[src/rtl/regw_arbiter_if.sv]
// Register-file write bus shared by the two writeback requesters and
// the regw_arbiter. Requesters sit on the master modport and the
// arbiter on the slave modport.

`ifndef RegAddrBus
`define RegAddrBus 4:0
`endif
`ifndef RegBus
`define RegBus 31:0
`endif

interface regw_arbiter_if;
    logic              req0_valid;
    logic [`RegAddrBus] req0_addr;
    logic [`RegBus]     req0_data;
    logic              req0_ready;
    logic              req1_valid;
    logic [`RegAddrBus] req1_addr;
    logic [`RegBus]     req1_data;
    logic              req1_ready;
    logic              write;
    logic [`RegAddrBus] regw_addr;
    logic [`RegBus]     regw_data;
    logic              grant_last;

    modport master (
        output req0_valid, req0_addr, req0_data,
        output req1_valid, req1_addr, req1_data,
        input  req0_ready, req1_ready,
        input  write, regw_addr, regw_data, grant_last
    );

    modport slave (
        input  req0_valid, req0_addr, req0_data,
        input  req1_valid, req1_addr, req1_data,
        output req0_ready, req1_ready,
        output write, regw_addr, regw_data, grant_last
    );
endinterface

[src/rtl/regw_arbiter.sv]
// Two-requester register-file write arbiter (ALU writeback vs load
// writeback). Round-robin by default; defining REGW_ARB_FIXED_PRIO_EN
// makes requester 0 always win contention. Ready is combinational and
// depends only on valids, reset and the registered last-grant index.
// Accepted writes appear on the registered write port one cycle later;
// writes to x0 are accepted but never raise the write enable.

module regw_arbiter (
    input  logic           clock,
    input  logic           reset,
    regw_arbiter_if.slave  bus
);

    logic               w_grant0;
    logic               w_grant1;
    logic               r_write;
    logic [`RegAddrBus] r_regwAddr;
    logic [`RegBus]     r_regwData;
    logic               r_grantLast;

    // Grant decision: at most one requester accepted, none during reset
    always_comb begin
        w_grant0 = 1'b0;
        w_grant1 = 1'b0;
        if (!reset) begin
`ifdef REGW_ARB_FIXED_PRIO_EN
            w_grant0 = bus.req0_valid;
            w_grant1 = bus.req1_valid && !bus.req0_valid;
`else
            w_grant0 = bus.req0_valid && (!bus.req1_valid || r_grantLast);
            w_grant1 = bus.req1_valid && (!bus.req0_valid || !r_grantLast);
`endif
        end
    end

    // Output register and last-grant tracking
    always_ff @(posedge clock) begin
        if (reset) begin
            r_write     <= 1'b0;
            r_regwAddr  <= '0;
            r_regwData  <= '0;
            r_grantLast <= 1'b1;
        end else if (w_grant0) begin
            r_write     <= (bus.req0_addr != '0);
            r_regwAddr  <= bus.req0_addr;
            r_regwData  <= bus.req0_data;
            r_grantLast <= 1'b0;
        end else if (w_grant1) begin
            r_write     <= (bus.req1_addr != '0);
            r_regwAddr  <= bus.req1_addr;
            r_regwData  <= bus.req1_data;
            r_grantLast <= 1'b1;
        end else begin
            r_write     <= 1'b0;
        end
    end

    assign bus.req0_ready = w_grant0;
    assign bus.req1_ready = w_grant1;
    assign bus.write      = r_write;
    assign bus.regw_addr  = r_regwAddr;
    assign bus.regw_data  = r_regwData;
    assign bus.grant_last = r_grantLast;

endmodule

[src/flat_wrapper.sv]
// flat-port wrapper written by rule: the top's interface ports become plain ports
module regw_arbiter_flat 
  (clock, reset, bus_req0_valid, bus_req0_addr, bus_req0_data, bus_req1_valid, bus_req1_addr, bus_req1_data, bus_req0_ready, bus_req1_ready, bus_write, bus_regw_addr, bus_regw_data, bus_grant_last);
  regw_arbiter_if bus_i ();
  input  logic clock;
  input  logic reset;
  input wire logic [$bits(bus_i.req0_valid)-1:0] bus_req0_valid;
  input wire logic [$bits(bus_i.req0_addr)-1:0] bus_req0_addr;
  input wire logic [$bits(bus_i.req0_data)-1:0] bus_req0_data;
  input wire logic [$bits(bus_i.req1_valid)-1:0] bus_req1_valid;
  input wire logic [$bits(bus_i.req1_addr)-1:0] bus_req1_addr;
  input wire logic [$bits(bus_i.req1_data)-1:0] bus_req1_data;
  output wire logic [$bits(bus_i.req0_ready)-1:0] bus_req0_ready;
  output wire logic [$bits(bus_i.req1_ready)-1:0] bus_req1_ready;
  output wire logic [$bits(bus_i.write)-1:0] bus_write;
  output wire logic [$bits(bus_i.regw_addr)-1:0] bus_regw_addr;
  output wire logic [$bits(bus_i.regw_data)-1:0] bus_regw_data;
  output wire logic [$bits(bus_i.grant_last)-1:0] bus_grant_last;
  assign bus_i.req0_valid = bus_req0_valid;
  assign bus_i.req0_addr = bus_req0_addr;
  assign bus_i.req0_data = bus_req0_data;
  assign bus_i.req1_valid = bus_req1_valid;
  assign bus_i.req1_addr = bus_req1_addr;
  assign bus_i.req1_data = bus_req1_data;
  assign bus_req0_ready = bus_i.req0_ready;
  assign bus_req1_ready = bus_i.req1_ready;
  assign bus_write = bus_i.write;
  assign bus_regw_addr = bus_i.regw_addr;
  assign bus_regw_data = bus_i.regw_data;
  assign bus_grant_last = bus_i.grant_last;
  regw_arbiter u_core (.clock(clock), .reset(reset), .bus(bus_i));
endmodule
[config.mk]
export PLATFORM = sky130hd
export DESIGN_NAME = regw_arbiter_flat
export DESIGN_NICKNAME = d
export VERILOG_FILES = /design/src/rtl/regw_arbiter_if.sv /design/src/rtl/regw_arbiter.sv /design/src/flat_wrapper.sv
export SDC_FILE = /design/constraint.sdc
export NUM_CORES = 1
export LEC_CHECK = 0
export CORE_MARGIN = 8
export CORE_UTILIZATION = 36
export CTS_CLUSTER_DIAMETER = 30
export DETAILED_ROUTE_END_ITERATION = 16
export PLACE_DENSITY = 0.8
export SLEW_MARGIN = 20
export SYNTH_ARGS = -nofsm -noshare
export SYNTH_HDL_FRONTEND = slang
export SYNTH_SLANG_ARGS = --single-unit
[constraint.sdc]
create_clock -name clock -period 1.6 [get_ports clock]
set_input_delay 0.32 -clock clock [delete_from_list [all_inputs] [get_ports clock]]
set_output_delay 0.32 -clock clock [all_outputs]
set_load 0.01 [all_outputs]
---- Word level (Yosys, flattened, before mapping) ----
Cells that the tools add are included.
word-level totals
  ROM bits ................................ 0
  input port bits ......................... 78
  memories kept ........................... 0
  bits in latches ......................... 0
  RAM bits ................................ 0
  register bits after elaboration ......... 39
  logic and storage cells ................. 24
operators by class
  equality and inequality tests ........... 0
  bitwise gates (word level) .............. 0
  shifts and indexed selects .............. 0
  div/mod/pow operators ................... 0
  muxes and demuxes ....................... 10
  magnitude comparators ................... 0
  $add $sub $neg .......................... 0
  reductions and logical operators ........ 10
  $mul .................................... 0
operator list
  operator            count
  32-bit 2-to-1 mux   2
  5-bit 2-to-1 mux    2
  5-bit nonzero test  2
  1-bit 2-to-1 mux    6
  1-bit logical NOT   3
  1-bit logical AND   2
  1-bit logical OR    2
  2-bit nonzero test  1

---- Depth between registers and ports, before layout ----
  depth after elaboration ................. 6
  gate-level depth with buffers ........... 5

---- Worst setup path after synthesis ----
Ideal clock, no wire load.
  kind .................................... flip-flop to flip-flop
  from .................................... register u_core.r_grantLast, in the netlist u_core.bus.grant_last
  to ...................................... register u_core.r_regwData[0], in the netlist u_core.bus.regw_data[0]
  setup time .............................. 0.122 ns
  period minus slack after synthesis ...... 1.401 ns
  path slack .............................. 0.199 ns
  cell stages (with the launch flop) ...... 6
  path buffers ............................ 2
  arrival ................................. 1.279 ns
  data required time ...................... 1.478 ns
  cell sequence ........................... dfxtp_1 > nand2b_1 > and3b_1 > buf_2 > buf_6 > a221o_1
between the ends
  word-level cells in the longest chain between the ends .. 5
RTL lines
  item                                 line                source
  from (decl)                          regw_arbiter.sv:19  logic r_grantLast;
  from (signal assigned)               regw_arbiter.sv:42  r_grantLast <= 1'b1;
  from (signal assigned)               regw_arbiter.sv:47  r_grantLast <= 1'b0;
  from (signal assigned)               regw_arbiter.sv:52  r_grantLast <= 1'b1;
  1-bit logical NOT                    regw_arbiter.sv:31  w_grant1 = bus.req1_valid && (!bus.req0_valid || !r_grantLast);
  1-bit logical OR                     regw_arbiter.sv:31
  1-bit logical AND                    regw_arbiter.sv:31
  1-bit 2-to-1 mux                     regw_arbiter.sv:25  if (!reset) begin
  2-bit nonzero test (no source line)  --
  to (signal assigned)                 regw_arbiter.sv:46  r_regwData <= bus.req0_data;
  to (signal assigned)                 regw_arbiter.sv:51  r_regwData <= bus.req1_data;
  to (decl)                            regw_arbiter.sv:18  logic [`RegBus] r_regwData;
Several ways; a longest one is shown, not always the timed one.
A chain may end at the register's enable or synchronous reset.

---- Worst setup path after layout ----
  from .................................... register u_core.r_regwData[10], in the netlist u_core.bus.regw_data[10]
  to ...................................... output port bus_regw_data[10]
RTL lines
  item       line                source
  to (decl)  flat_wrapper.sv:17  output wire logic [$bits(bus_i.regw_data)-1:0] bus_regw_data;
No word-level cell between the ends.

==> results.sh <==
export IMPL_outcome="finished, final reports clean"
export IMPL_cp_arrival_ns=1.21
export IMPL_ys_warn_count=0
export IMPL_routedWlPerCell_um=18.1
export IMPL_worst_path_buf_inv=1
export IMPL_min_period_ns=1.53
export IMPL_dp_hpwl_um=5000
export IMPL_cts_tree="yes"
export IMPL_synth_seq_area_share_pct=42.2
export IMPL_cp_cell_sequence="clkdlybuf4s50_1"
export IMPL_tns_ns=0
export IMPL_die_w_um=87.7
export IMPL_async_reset_ff_share_pct=0
export IMPL_via_count=2033
export IMPL_synth_main_ff_cell="dfxtp_1"
export IMPL_synth_edf_count=0
export IMPL_worst_setup_path_type="flop to output pin"
export IMPL_hp_class="flop to flop"
export IMPL_syn2layout_area_growth_pct=72.6
export IMPL_avgViaCountPerCell=5.45
export IMPL_gp_congestion=0.723
export IMPL_synthCells=186
export IMPL_drt_pass1_iterations=6
export IMPL_drc_errors=0
export IMPL_place_ws_ns=-0.470
export IMPL_cts_max_level=2
export IMPL_crit_family="buffers and inverters"
export IMPL_hold_viol=0
export IMPL_slowest_delay_ns=0.56
export IMPL_port_buffers=118
export IMPL_avgSynthCellArea_um2=9.94
export IMPL_clk_pin_slew_ns=0.08
export IMPL_sequential_cell_area_um2=782
export IMPL_start_util_pct=36.7
export IMPL_synth_top_cell_by_area="dfxtp_1"
export IMPL_dieArea_um2=7690
export IMPL_wirelength_um=6770
export IMPL_worstSkewPairLatency_ns=0.29
export IMPL_synth_nets=264
export IMPL_crit_path_start_kind="flop"
export IMPL_tightest_slew_ns=0.453
export IMPL_clock_sinks=39
export IMPL_synth_top_cell_area_share_pct=42.2
export IMPL_fmax_mhz=655
export IMPL_crit_slowest_cell="clkdlybuf4s50_1"
export IMPL_ys_seq_elements=39
export IMPL_post_cts_buffers=0
export IMPL_drtIter0Drc=85
export IMPL_rsz0062_at_grt="yes"
export IMPL_grt_overflow=0
export IMPL_antenna_found_initial=0
export IMPL_n_antenna_cell=0
export IMPL_finalCritPeriodShare_pct=95.5
export IMPL_grt_start_max_net_pins=39
export IMPL_numCtsBuffers=5
export IMPL_synth_cell_types=18
export IMPL_rows=26
export IMPL_cap_violations=0
export IMPL_cts_root_buffer="clkbuf_8"
export IMPL_grt_pass1_vias=2200
export IMPL_multi_input_area_um2=793
export IMPL_setup_slack_ns=0.0725
export IMPL_nets=380
export IMPL_die_y_um=87.7
export IMPL_fin_skew_ns=0.00316
export IMPL_postCtsHoldBufs=0
export IMPL_io_pins=119
export IMPL_pwr_density_cell_nw_per_um2=758
export IMPL_ir_drop_mv=0.436
export IMPL_required_ns=1.28
export IMPL_slew_limit_headroom_pct=69.0
export IMPL_ant_nets=0
export IMPL_drv_slew=0
export IMPL_synth_area_leaders="dfxtp_1 (42%), a221o_1 (20%), a2111oi_0 (18%), inv_1 (7.5%), buf_6 (4.9%)"
export IMPL_clk_path_buf_depth=2
export IMPL_netlist_area_um2=1850
export IMPL_final_area_um2=3190
export IMPL_track_usage_pct=17.7
export IMPL_core_um2=5040
export IMPL_power_leakage_nw=1.27
export IMPL_end_kind="output pin"
export IMPL_worstPathMaxFanout=2
export IMPL_placed_area_um2=3110
export IMPL_setup_violations=0
export IMPL_fillers=437
export IMPL_grt_pass1_wl_um=10800
export IMPL_drive_above_1_share_pct=7.92
==> state kept, by name, indices dropped and copies added (netlist names) <==
signal	count
u_core.bus.grant_last	1
u_core.bus.write	1
u_core.bus.regw_addr	5
u_core.bus.regw_data	32
==> cell families (layout without fill, tap and decap cells) <==
kind of cell / Yosys count / count (layout) / share of synthesized area (%)
and+or+nand+nor: 12 / 12 / 3.79
buffers and inverters: 59 / 176 / 15.7
AOI/OAI and AO/OA: 76 / 76 / 38.3
DFF: 39 / 39 / 42.2
==> report_power, final <==
group / switching [mW] / internal, mW / leakage, nW / total (mW)
combinational: 0.249 / 0.418 / 0.907 / 0.667
sequential: 0.0478 / 1.06 / 0.324 / 1.11
clock: 0.338 / 0.306 / 0.0422 / 0.644
==> cells in the mapped netlist (all sizes together), types with 2 or more instances <==
master	number
dfxtp	39
a2111oi	37
a221o	37
inv	37
clkbuf	12
buf	10
nor3	3
and3b	2
nand2	2
nand2b	2
nor2	2
==> routing by layer <==
layer  track usage, %  vias up  part of all wire (%)
met2             29.5       96                    49
met3             7.04       15                   8.9
met5                0        -                     0
met4             6.72        0                   2.1
li1                 -      967                     -
met1             19.9      955                    40
==> path summary, 6_finish.rpt <==
| kind | end | slack (ns) | cells past startpoint | start |
|---|---|---|---|---|
| worst min-delay path | u_core.bus.regw_data[5] | 0.49 | 1 | u_core.bus.regw_data[5] |
| worst max register to register | u_core.bus.regw_addr[2] | 0.13 | 4 | u_core.bus.grant_last |
| worst min register to register | u_core.bus.regw_data[5] | 0.49 | 1 | u_core.bus.regw_data[5] |
| worst max-delay path | bus_regw_data[10] | 0.07 | 1 | u_core.bus.regw_data[10] |
==> cells in the final DEF, fill, tap and decap left out, drive strengths merged <==
| cell type | netlist | layout |
|---|---|---|
| a2111oi | 37 | 37 |
| a221o | 37 | 37 |
| a22o | 1 | 1 |
| and3b | 2 | 2 |
| buf | 10 | 13 |
| clkbuf | 12 | 8 |
| clkdlybuf4s15 | 0 | 2 |
| clkdlybuf4s50 | 0 | 113 |
| clkinv | 0 | 1 |
| dfxtp | 39 | 39 |
| dlygate4sd2 | 0 | 2 |
| inv | 37 | 37 |
| nand2 | 2 | 2 |
| nand2b | 2 | 2 |
| nand3 | 1 | 1 |
| nor2 | 2 | 2 |
| nor3 | 3 | 3 |
| o21ai | 1 | 1 |
==> per-stage QoR <==
step,cells,power [mW],hold WS (ns),util (%)
floorplan,186,1.36,0.457,-
global placement,365,1.78,0.468,61.7
detailed placement,365,1.80,0.472,61.7
CTS,373,2.44,0.493,63.2
global route,373,2.55,0.513,63.3
finish,373,2.42,0.488,63.3
==> final cells by class <==
cell class              count  area share (%)
clock buffers               7            2.39
inverters                  37            4.35
clock inverters             1           0.157
repair buffers            131            41.0
well taps                  70            2.74
flip-flops and latches     39            24.5
multi-input cells          88            24.9
==> timing repair <==
action	in CTS	in global routing
gates cloned	0	0
endpoints found under the setup margin	33	12
gates resized for setup	6	9
No activity file was read; power rests on OpenSTA's default activity.
